--- src/rtl/neo_pkg.sv ---
// Shared types for the NeoPixel pattern generator: animation modes, FSM states, channel ids.
package neo_pkg;

  typedef enum logic [1:0] {
    SOLID     = 2'b00,
    CHASE     = 2'b01,
    ALTERNATE = 2'b10,
    OFF       = 2'b11
  } mode_t;

  typedef enum logic [1:0] {
    IDLE,
    LOAD,
    SEND_REQ,
    SEND_WAIT
  } state_t;

  localparam logic [1:0] CH_G = 2'd0;
  localparam logic [1:0] CH_R = 2'd1;
  localparam logic [1:0] CH_B = 2'd2;

endpackage

--- src/rtl/neo_counter.sv ---
// Modulo-MAX up counter with synchronous clear (clear wins over inc); 1-cycle update, no backpressure.
module neo_counter #(
  parameter int W   = 8,
  parameter int MAX = 256
) (
  input  logic         clock,
  input  logic         reset,
  input  logic         clear,
  input  logic         inc,
  output logic [W-1:0] count
);

  always_ff @(posedge clock or posedge reset) begin
    if (reset) begin
      count <= '0;
    end else if (clear) begin
      count <= '0;
    end else if (inc) begin
      count <= (count == W'(MAX - 1)) ? '0 : count + 1'b1;
    end
  end

endmodule

--- src/rtl/neo_pattern_lut.sv ---
// Combinational colour lookup: level for pixel p, channel c at animation phase ph; zero latency.
module neo_pattern_lut
  import neo_pkg::*;
#(
  parameter int IDX_W   = 3,
  parameter int LEVEL_W = 8
) (
  input  mode_t              mode,
  input  logic [IDX_W-1:0]   p,
  input  logic [1:0]         c,
  input  logic [IDX_W-1:0]   ph,
  input  logic [LEVEL_W-1:0] level_hi,
  input  logic [LEVEL_W-1:0] level_lo,
  output logic [LEVEL_W-1:0] level
);

  logic       sum_odd;
  logic [1:0] ph_mod3;

  // Only the parity of the widened p+ph sum matters.
  assign sum_odd = 1'(({1'b0, p} + {1'b0, ph}));
  assign ph_mod3 = 2'(32'(ph) % 32'd3);

  always_comb begin
    level = '0;
    case (mode)
      SOLID: begin
        if (c == ph_mod3) level = level_hi;
      end
      CHASE: begin
        if (p == ph)         level = level_hi;
        else if (c == CH_G)  level = level_lo;
      end
      ALTERNATE: begin
        if (!sum_odd && (c == CH_R))     level = level_hi;
        else if (sum_odd && (c == CH_B)) level = level_lo;
      end
      OFF:     level = '0;
      default: level = '0;
    endcase
  end

endmodule

--- src/rtl/neo_pattern_gen.sv ---
// Frame producer for the NeoPixel driver: one write per accepted ready_to_load, each frame sent REPEAT times.
// Stalls in place on ready_to_load/ready_to_send low; waits indefinitely for done_wait.
module neo_pattern_gen
  import neo_pkg::*;
#(
  parameter int NUM_PIXELS = 5,
  parameter int LEVEL_W    = 8,
  parameter int REPEAT     = 4,
  localparam int IDX_W     = $clog2(NUM_PIXELS)
) (
  input  logic               clock,
  input  logic               reset,
  input  logic               enable,
  input  logic [1:0]         mode,
  input  logic [LEVEL_W-1:0] level_hi,
  input  logic [LEVEL_W-1:0] level_lo,
  input  logic               ready_to_load,
  input  logic               ready_to_send,
  input  logic               done_wait,
  output logic [IDX_W-1:0]   pixel_index,
  output logic [1:0]         color_index,
  output logic [LEVEL_W-1:0] color_level,
  output logic               load_color,
  output logic               send_it,
  output logic [7:0]         frame_count,
  output logic               busy
);

  localparam int SEND_W = (REPEAT > 1) ? $clog2(REPEAT) : 1;

  state_t             state, state_nxt;
  mode_t              cap_mode;
  logic [LEVEL_W-1:0] cap_hi, cap_lo;
  logic [1:0]         ch_cnt;
  logic [IDX_W-1:0]   pix_cnt, phase;
  logic [SEND_W-1:0]  send_cnt;
  logic [IDX_W-1:0]   held_pix;
  logic [1:0]         held_ch;
  logic [LEVEL_W-1:0] held_lvl;
  logic [LEVEL_W-1:0] lut_level;
  logic               start, accept, write_last, send_done, send_last;

  assign accept     = (state == LOAD) && ready_to_load;
  assign write_last = (ch_cnt == CH_B) && (pix_cnt == IDX_W'(NUM_PIXELS - 1));
  assign send_done  = (state == SEND_WAIT) && done_wait;
  assign send_last  = (send_cnt == SEND_W'(REPEAT - 1));
  assign busy       = (state != IDLE);

  neo_counter #(.W(2), .MAX(3)) u_ch_cnt (
    .clock (clock), .reset (reset), .clear (start),
    .inc   (accept), .count (ch_cnt)
  );

  neo_counter #(.W(IDX_W), .MAX(NUM_PIXELS)) u_pix_cnt (
    .clock (clock), .reset (reset), .clear (start),
    .inc   (accept && (ch_cnt == CH_B)), .count (pix_cnt)
  );

  neo_counter #(.W(SEND_W), .MAX(REPEAT)) u_send_cnt (
    .clock (clock), .reset (reset), .clear (send_done && send_last),
    .inc   (send_done && !send_last), .count (send_cnt)
  );

  neo_counter #(.W(IDX_W), .MAX(NUM_PIXELS)) u_phase_cnt (
    .clock (clock), .reset (reset), .clear (1'b0),
    .inc   (send_done && send_last), .count (phase)
  );

  neo_counter #(.W(8), .MAX(256)) u_frame_cnt (
    .clock (clock), .reset (reset), .clear (1'b0),
    .inc   (send_done), .count (frame_count)
  );

  neo_pattern_lut #(.IDX_W(IDX_W), .LEVEL_W(LEVEL_W)) u_lut (
    .mode     (cap_mode),
    .p        (pix_cnt),
    .c        (ch_cnt),
    .ph       (phase),
    .level_hi (cap_hi),
    .level_lo (cap_lo),
    .level    (lut_level)
  );

  always_ff @(posedge clock or posedge reset) begin
    if (reset) begin
      cap_mode <= SOLID;
      cap_hi   <= '0;
      cap_lo   <= '0;
    end else if (start) begin
      cap_mode <= mode_t'(mode);
      cap_hi   <= level_hi;
      cap_lo   <= level_lo;
    end
  end

  // Last accepted write, presented while the driver stalls the load.
  always_ff @(posedge clock or posedge reset) begin
    if (reset) begin
      held_pix <= '0;
      held_ch  <= '0;
      held_lvl <= '0;
    end else if (start) begin
      held_pix <= '0;
      held_ch  <= '0;
      held_lvl <= '0;
    end else if (accept) begin
      held_pix <= pix_cnt;
      held_ch  <= ch_cnt;
      held_lvl <= lut_level;
    end
  end

  always_ff @(posedge clock or posedge reset) begin
    if (reset) state <= IDLE;
    else       state <= state_nxt;
  end

  always_comb begin
    state_nxt   = state;
    start       = 1'b0;
    load_color  = 1'b0;
    send_it     = 1'b0;
    pixel_index = '0;
    color_index = '0;
    color_level = '0;
    case (state)
      IDLE: begin
        if (enable) begin
          start     = 1'b1;
          state_nxt = LOAD;
        end
      end
      LOAD: begin
        load_color = ready_to_load;
        if (ready_to_load) begin
          pixel_index = pix_cnt;
          color_index = ch_cnt;
          color_level = lut_level;
          if (write_last) state_nxt = SEND_REQ;
        end else begin
          pixel_index = held_pix;
          color_index = held_ch;
          color_level = held_lvl;
        end
      end
      SEND_REQ: begin
        send_it = ready_to_send;
        if (ready_to_send) state_nxt = SEND_WAIT;
      end
      SEND_WAIT: begin
        if (done_wait) begin
          if (!send_last) begin
            state_nxt = SEND_REQ;
          end else if (enable) begin
            start     = 1'b1;
            state_nxt = LOAD;
          end else begin
            state_nxt = IDLE;
          end
        end
      end
      default: state_nxt = IDLE;
    endcase
  end

endmodule

--- config.mk ---
export PLATFORM = sky130hd
export DESIGN_NAME = neo_pattern_gen
export DESIGN_NICKNAME = d
export VERILOG_FILES = /design/src/rtl/neo_pkg.sv /design/src/rtl/neo_counter.sv /design/src/rtl/neo_pattern_lut.sv /design/src/rtl/neo_pattern_gen.sv
export SDC_FILE = /design/constraint.sdc
export NUM_CORES = 1
export LEC_CHECK = 0
export CAP_MARGIN = 30
export CORE_MARGIN = 8
export CORE_UTILIZATION = 45
export CTS_CLUSTER_DIAMETER = 30
export DETAILED_ROUTE_END_ITERATION = 6
export MAX_ROUTING_LAYER = met4
export PLACE_DENSITY = 0.67
export SYNTH_ARGS = -nofsm -noshare
export SYNTH_HDL_FRONTEND = slang
export SYNTH_SLANG_ARGS = --single-unit
export TNS_END_PERCENT = 100
--- constraint.sdc ---
create_clock -name clock -period 3.37 [get_ports clock]
set_input_delay 0.337 -clock clock [delete_from_list [all_inputs] [get_ports clock]]
set_output_delay 0.337 -clock clock [all_outputs]
set_load 0.01 [all_outputs]
==> out/results.ini, run 1 <==
[grt]
grt_pass1_wl_um = 11700
grtUsageTotal = 0.149
grt_pass1_vias = 2429
antenna_found_initial = 0
grt_overflow = 0
grt_max_degree = 29

[critical_path]
regToRegSetupSlack_ns = 0.97
worstSetupPathType = flop to primary output
rr_worst_depth = 10
reg2reg_from = state[1]$_DFFE_PP0P_
crit-reg2reg-capture = u_pix_cnt.count[2]$_DFFE_PP0P_
critPathLaunchType = flop
crit_path_end_kind = primary output
cp.required_ns = 3.03
cp.arrival_ns = 2.80
crit_fanout = 6

[timing]
finalHoldViolCount = 0
slew_viol_final = 0
setup_violations = 0
maxSlewHeadroom = 0.476
fmax_ghz = 0.319
fin_tns_setup_ns = 0
fin_crit_sh = 0.929
layout_min_cycle_time_ns = 3.13
skew_ns = 0.00684
tightest_slew_ns = 0.779
rsz0062_at_grt = no

[floorplan]
std_cell_rows = 30
floorplan.initialDensity = 0.458
core_um2 = 6680
die_area_um2 = 9690
io_pins = 48
die_h_um = 98.4
die_width_um = 98.4

[logic_synthesis]
syn-num-nets = 347
ys_top_cells_by_area = dfrtp_1 42%, mux2_2 7.7%, nand2_1 5.2%, ha_1 4.9%, a221oi_2 3.4%
yosys_warnings = 0
synth.distinct_cells = 48
synth-edff-count = 0
synth_cells = 311
ys_ff_latch = 51
synth_area_um2 = 3060
async_flop_share = 1.00
synth_area_leader_cell = dfrtp_1
synth.top_cell.area_share = 0.417
synth_top_flop_cell = dfrtp_1
syn_area_per_cell_um2 = 9.83
seq_area_frac_synth = 0.417

[clocking]
ctsHoldBuffers = 0
cts-root-buf = clkbuf_8
cts.sinks = 51
clkLatencyLatePin_ns = 0.30
h-tree-depth = 2
cts_tree = built
clkSlewWorstSetupHoldPaths_ns = 0.10
cts_inserted_buffers = 5
cts_buffer_depth = 2

[power_and_ir_drop]
clockPowerShare = 0.132
switchingPower_w = 0.00140
p_leak_nw = 1.53
ir_drop_uv = 372
pwr-share-comb = 0.508
p_int_w = 0.00188
total_power_w = 0.00328
power.density_nw_per_um2 = 883
power_frac_seq = 0.360
switching_share = 0.427

[cells_and_area]
fill_cells = 615
antenna_cells = 0
area_growth_pct = 21.6
layout-drive-gt1-share = 0.149
fin_cells = 436
finalNetCount = 391

[routing]
wl_met3_um = 313
firstDrtPassIters = 4
highest_layer = met4
wl_met2_um = 3080
detailroute.via_count = 2457
drt_first_iter_violations = 98
post_drt_wl_per_cell_um = 15.8
wirelength_met1_um = 3460
ant_nets = 0
drt-total-wl_um = 6890
via_per_inst = 5.64
drcViolationCount = 0

[place]
gp_congestion = 0.874
dpl.cell_count = 428
dp_hpwl_um = 5200
io_buffer_count = 47

[run_status]
status = finished clean

[job]
drv_cap = 0

[hold_path]
hp-class = input pin to async pin

## worst max path at each step
stage                                                 from  slack, ns        endpoint  cells after the start
after floorplan           u_phase_cnt.count[1]$_DFFE_PP0P_       1.20  color_level[0]                      8
after global placement    u_phase_cnt.count[1]$_DFFE_PP0P_       0.61  color_level[0]                      9
after detailed placement  u_phase_cnt.count[1]$_DFFE_PP0P_       0.56  color_level[0]                      9
after CTS                 u_phase_cnt.count[1]$_DFFE_PP0P_       0.21  color_level[0]                      9
after global routing      u_phase_cnt.count[1]$_DFFE_PP0P_       0.01  color_level[0]                      9
final                     u_phase_cnt.count[1]$_DFFE_PP0P_       0.24  color_level[0]                      9
## Yosys cell counts (3+ instances only)
| cell type | instances |
|---|---|
| a221oi_2 | 7 |
| o31ai_1 | 12 |
| dfrtp_1 | 51 |
| nand4_1 | 4 |
| a21oi_1 | 10 |
| mux2_2 | 21 |
| nor3_1 | 4 |
| mux2i_1 | 5 |
| nand2_1 | 42 |
| and3_1 | 3 |
| nor3b_1 | 3 |
| nor2b_1 | 10 |
| nand3_1 | 17 |
| o221a_1 | 6 |
| inv_1 | 14 |
| clkbuf_1 | 7 |
| a31oi_1 | 11 |
| xnor2_1 | 6 |
| o21ai_0 | 12 |
| ha_1 | 12 |
| buf_2 | 5 |
| nor2_1 | 13 |
| xor2_1 | 4 |
| nand2b_1 | 3 |
## critical path, cell delays in order, from the launching register on
cell and delay, ns:
dfrtp_2 0.45, inv_1 0.10, nor2_1 0.05, ha_1 0.29, xnor2_1 0.14, o21ai_0 0.15
a2111oi_2 0.37, o211ai_1 0.16, a31oi_1 0.21, clkdlybuf4s50_1 0.57
## routing by layer
layer	global-route usage	vias up
met3	0.0352	2
met5	-	-
met1	0.197	1185
met4	0.0319	0
li1	-	1213
met2	0.227	57
## cell usage in the layout (no fill, tap or decap), types with 4 or more instances in the layout
master | Yosys | routed
xnor2_1 | 6 | 6
dfrtp_1 | 51 | 50
clkbuf_8 | 0 | 5
nor3_1 | 4 | 4
a221oi_2 | 7 | 7
mux2i_1 | 5 | 5
o31ai_1 | 12 | 12
a31oi_1 | 11 | 11
inv_1 | 14 | 13
clkdlybuf4s50_1 | 0 | 47
nor2b_1 | 10 | 10
ha_1 | 12 | 12
o21ai_0 | 12 | 12
a21oi_1 | 10 | 10
nand3_1 | 17 | 17
nand4_1 | 4 | 4
o221a_1 | 6 | 6
buf_4 | 2 | 5
nor2_1 | 13 | 13
nand2_1 | 42 | 42
mux2_2 | 21 | 21
xor2_1 | 4 | 4
## stage by stage
step	utilization	instance area [um^2]	hold slack, ns	worst slack [ns]
finish	0.557	3720	0.388	0.238
global route	0.557	3720	0.425	0.0126
CTS	0.556	3720	0.402	0.209
detailed placement	0.539	3600	0.495	0.561
global placement	0.536	3580	0.484	0.606
floorplan	-	3060	0.469	1.20
## state kept, by name (all words and copies together) (netlist names)
signal             flops
cap_hi                 8
cap_lo                 8
cap_mode               2
held_ch                2
held_lvl               8
held_pix               3
state                  2
u_ch_cnt.count         2
u_frame_cnt.count      8
u_phase_cnt.count      3
u_pix_cnt.count        3
u_send_cnt.count       2
## power by group through the flow
stage                     registers (W)  clock network (W)  logic, W
final                           0.00118           0.000435   0.00167
after global routing            0.00122           0.000474   0.00185
after CTS                       0.00117           0.000450   0.00168
after detailed placement        0.00119                  0   0.00167
after global placement          0.00118                  0   0.00164
after floorplan                 0.00109                  0   0.00129
## logic make-up (layout without fill, tap and decap cells)
family,after synthesis,after routing,synth area share
flip-flops,51,51,0.417
AO/OA/AOI/OAI,73,73,0.187
buffers and inverters,31,76,0.0462
XOR/XNOR,11,11,0.0340
adder cells (fa/ha/maj),12,12,0.0491
multiplexers,26,26,0.0937
AND/OR/NAND/NOR,107,107,0.172
## repair_timing
item | in CTS | in global routing
resized for setup | 0 | 1
setup buffers | 0 | 0
endpoints found under the setup margin | 0 | 1
endpoints found under the hold margin | 0 | 0
## layout make-up
cell class / instances / area [um^2] / area share
Tap cell: 80 / 100 / 0.0269
Clock inverter: 3 / 47.5 / 0.0128
Sequential cell: 51 / 1280 / 0.344
Clock buffer: 5 / 68.8 / 0.0185
Multi-Input combinational cell: 229 / 1640 / 0.441
Timing Repair Buffer: 53 / 528 / 0.142
Inverter: 15 / 56.3 / 0.0151
(Power assumes the default switching activity.)
==> inputs of run 2 (changes only) <==
--- a/config.mk
+++ b/config.mk
@@ -12,7 +12,7 @@
 export DETAILED_ROUTE_END_ITERATION = 6
 export MAX_ROUTING_LAYER = met4
 export PLACE_DENSITY = 0.67
+export REMOVE_ABC_BUFFERS = 1
 export SYNTH_ARGS = -nofsm -noshare
 export SYNTH_HDL_FRONTEND = slang
 export SYNTH_SLANG_ARGS = --single-unit
-export TNS_END_PERCENT = 100
==> out/results.ini, run 2 (same netlist as run 1, synthesis figures left out) <==
[floorplan]
io_pins = 48  ; unchanged
die_width_um = 98.4  ; unchanged
core_um2 = 6680  ; unchanged
floorplan.initialDensity = 0.458  ; unchanged
die_h_um = 98.4  ; unchanged
die_area_um2 = 9690  ; unchanged
std_cell_rows = 30  ; unchanged

[clocking]
h-tree-depth = 2  ; unchanged
cts-root-buf = clkbuf_8
clkSlewWorstSetupHoldPaths_ns = 0.10  ; about the same
cts_inserted_buffers = 5  ; unchanged
cts_buffer_depth = 2  ; unchanged
cts_tree = built
cts.sinks = 51  ; unchanged
clkLatencyLatePin_ns = 0.31  ; about the same
ctsHoldBuffers = 0  ; unchanged

[critical_path]
crit_fanout = 7  ; +1
cp.arrival_ns = 2.82  ; +0.02 ns
crit_path_end_kind = primary output
critPathLaunchType = flop
cp.required_ns = 3.03  ; about the same
worstSetupPathType = flop to primary output
regToRegSetupSlack_ns = 0.96  ; about the same

[timing]
finalHoldViolCount = 0  ; unchanged
rsz0062_at_grt = no
setup_violations = 0  ; unchanged
slew_viol_final = 0  ; unchanged
tightest_slew_ns = 0.559  ; -0.220 ns
whs_ns = 0.387  ; -0.00109 ns
layout_min_cycle_time_ns = 3.16  ; +0.0253 ns
fin_crit_sh = 0.937  ; +0.00750
skew_ns = 0.00799  ; +0.00115 ns
maxSlewHeadroom = 0.626  ; +0.150
fmax_ghz = 0.317  ; -0.80%
fin_tns_setup_ns = 0  ; unchanged

[cells_and_area]
final_cell_mix = 50 x dfrtp_1, 46 x clkdlybuf4s50_1, 41 x nand2_1
area_growth_pct = 21.2
antenna_cells = 0  ; unchanged
layout-drive-gt1-share = 0.157  ; +0.00799
final_common_cell = dfrtp_1
finalNetCount = 392  ; +0.26%

[place]
io_buffer_count = 47  ; unchanged
gp_congestion = 0.857  ; -2.0%
dp_hpwl_um = 5080  ; -2.3%

[routing]
via_per_inst = 5.68  ; +0.75%
post_drt_wl_per_cell_um = 15.8  ; -0.16%
drt_first_iter_violations = 229  ; +130%
ant_nets = 0  ; unchanged
drcViolationCount = 0  ; unchanged
firstDrtPassIters = 4  ; unchanged
drt-total-wl_um = 6900  ; about the same
detailroute.via_count = 2481  ; +0.98%

[grt]
grt_pass1_wl_um = 12200  ; +4.1%
grtUsageTotal = 0.154  ; +0.00543
grt_max_degree = 28  ; -3.4%
grt_overflow = 0  ; unchanged
antenna_found_initial = 0  ; unchanged
grt_pass1_vias = 2522  ; +3.8%

[hold_path]
hp-class = input pin to async pin

[power_and_ir_drop]
power.density_nw_per_um2 = 874  ; -1.0%
p_leak_nw = 1.55  ; +0.91%
ir_drop_uv = 342  ; -8.1%

[job]
drv_cap = 0  ; unchanged

[run_status]
status = finished clean

## run 2: changes by cell type in the layout (fill, tap and decap cells not counted), sizes merged
cell	previous run	this run
inv	15	16
bufinv	1	0
dlymetal6s2s	0	1
clkdlybuf4s50	47	46
buf	6	7
## run 2: critical path: stages, from the launching register on
cell and delay, ns:
dfrtp_2 0.46, inv_1 0.10, nor2_1 0.05, ha_1 0.24, o31a_1 0.36, nor2_2 0.24
a31oi_1 0.15, o31ai_1 0.30, clkdlybuf4s50_1 0.61
## run 2: worst paths after layout
check | start | end | cells past startpoint
min | reset | cap_lo[7]$_DFFE_PP0P_ | 2
min reg2reg | held_lvl[5]$_DFFE_PP0P_ | held_lvl[5]$_DFFE_PP0P_ | 2
min in group clock | held_lvl[5]$_DFFE_PP0P_ | held_lvl[5]$_DFFE_PP0P_ | 2
max in group asynchronous | reset | held_ch[0]$_DFFE_PP0P_ | 3
max reg2reg | state[1]$_DFFE_PP0P_ | held_lvl[3]$_DFFE_PP0P_ | 8
max | u_phase_cnt.count[1]$_DFFE_PP0P_ | color_level[2] | 8
## run 2: final cells by class
cell class / count / area (um^2)
clock buffer: 5 / 68.8
multi-input combinational: 229 / 1640
fill: 600 / 2970
clock inverter: 3 / 22.5
sequential: 51 / 1280
tap: 80 / 100
timing repair buffer: 54 / 538
inverter: 15 / 56.3
## run 2: power by group
part,leakage [nW],total (W),switching (W),internal (W)
clock network,0.0489,0.000368,0.000217,0.000151
logic,0.856,0.00169,0.000898,0.000791
registers,0.643,0.00118,0.000309,0.000876
total,1.55,0.00324,0.00142,0.00182
## run 2: stage by stage
stage	power, W	util	setup slack [ns]	instance area [um^2]	instances
after floorplan	0.00232	-	1.19	2970	295
after detailed placement	0.00286	0.540	0.532	3610	429
final	0.00324	0.555	0.212	3710	437
after global routing	0.00353	0.555	0.0197	3710	437
after CTS	0.00324	0.554	0.124	3700	437
after global placement	0.00281	0.537	0.586	3590	428
## run 2: what timing repair did
item	in CTS	in global routing
setup buffers	0	0
endpoints found under the setup margin	0	2
hold endpoints to repair	0	0
resized for setup	0	4
## run 2: metal layers
layer | part of all wire | GRT usage | vias up
met2 | 0.45 | 0.227 | 75
met4 | 0.0088 | 0.0366 | 0
met1 | 0.50 | 0.213 | 1181
met5 | 0 | - | -
li1 | - | - | 1219
met3 | 0.047 | 0.0310 | 6
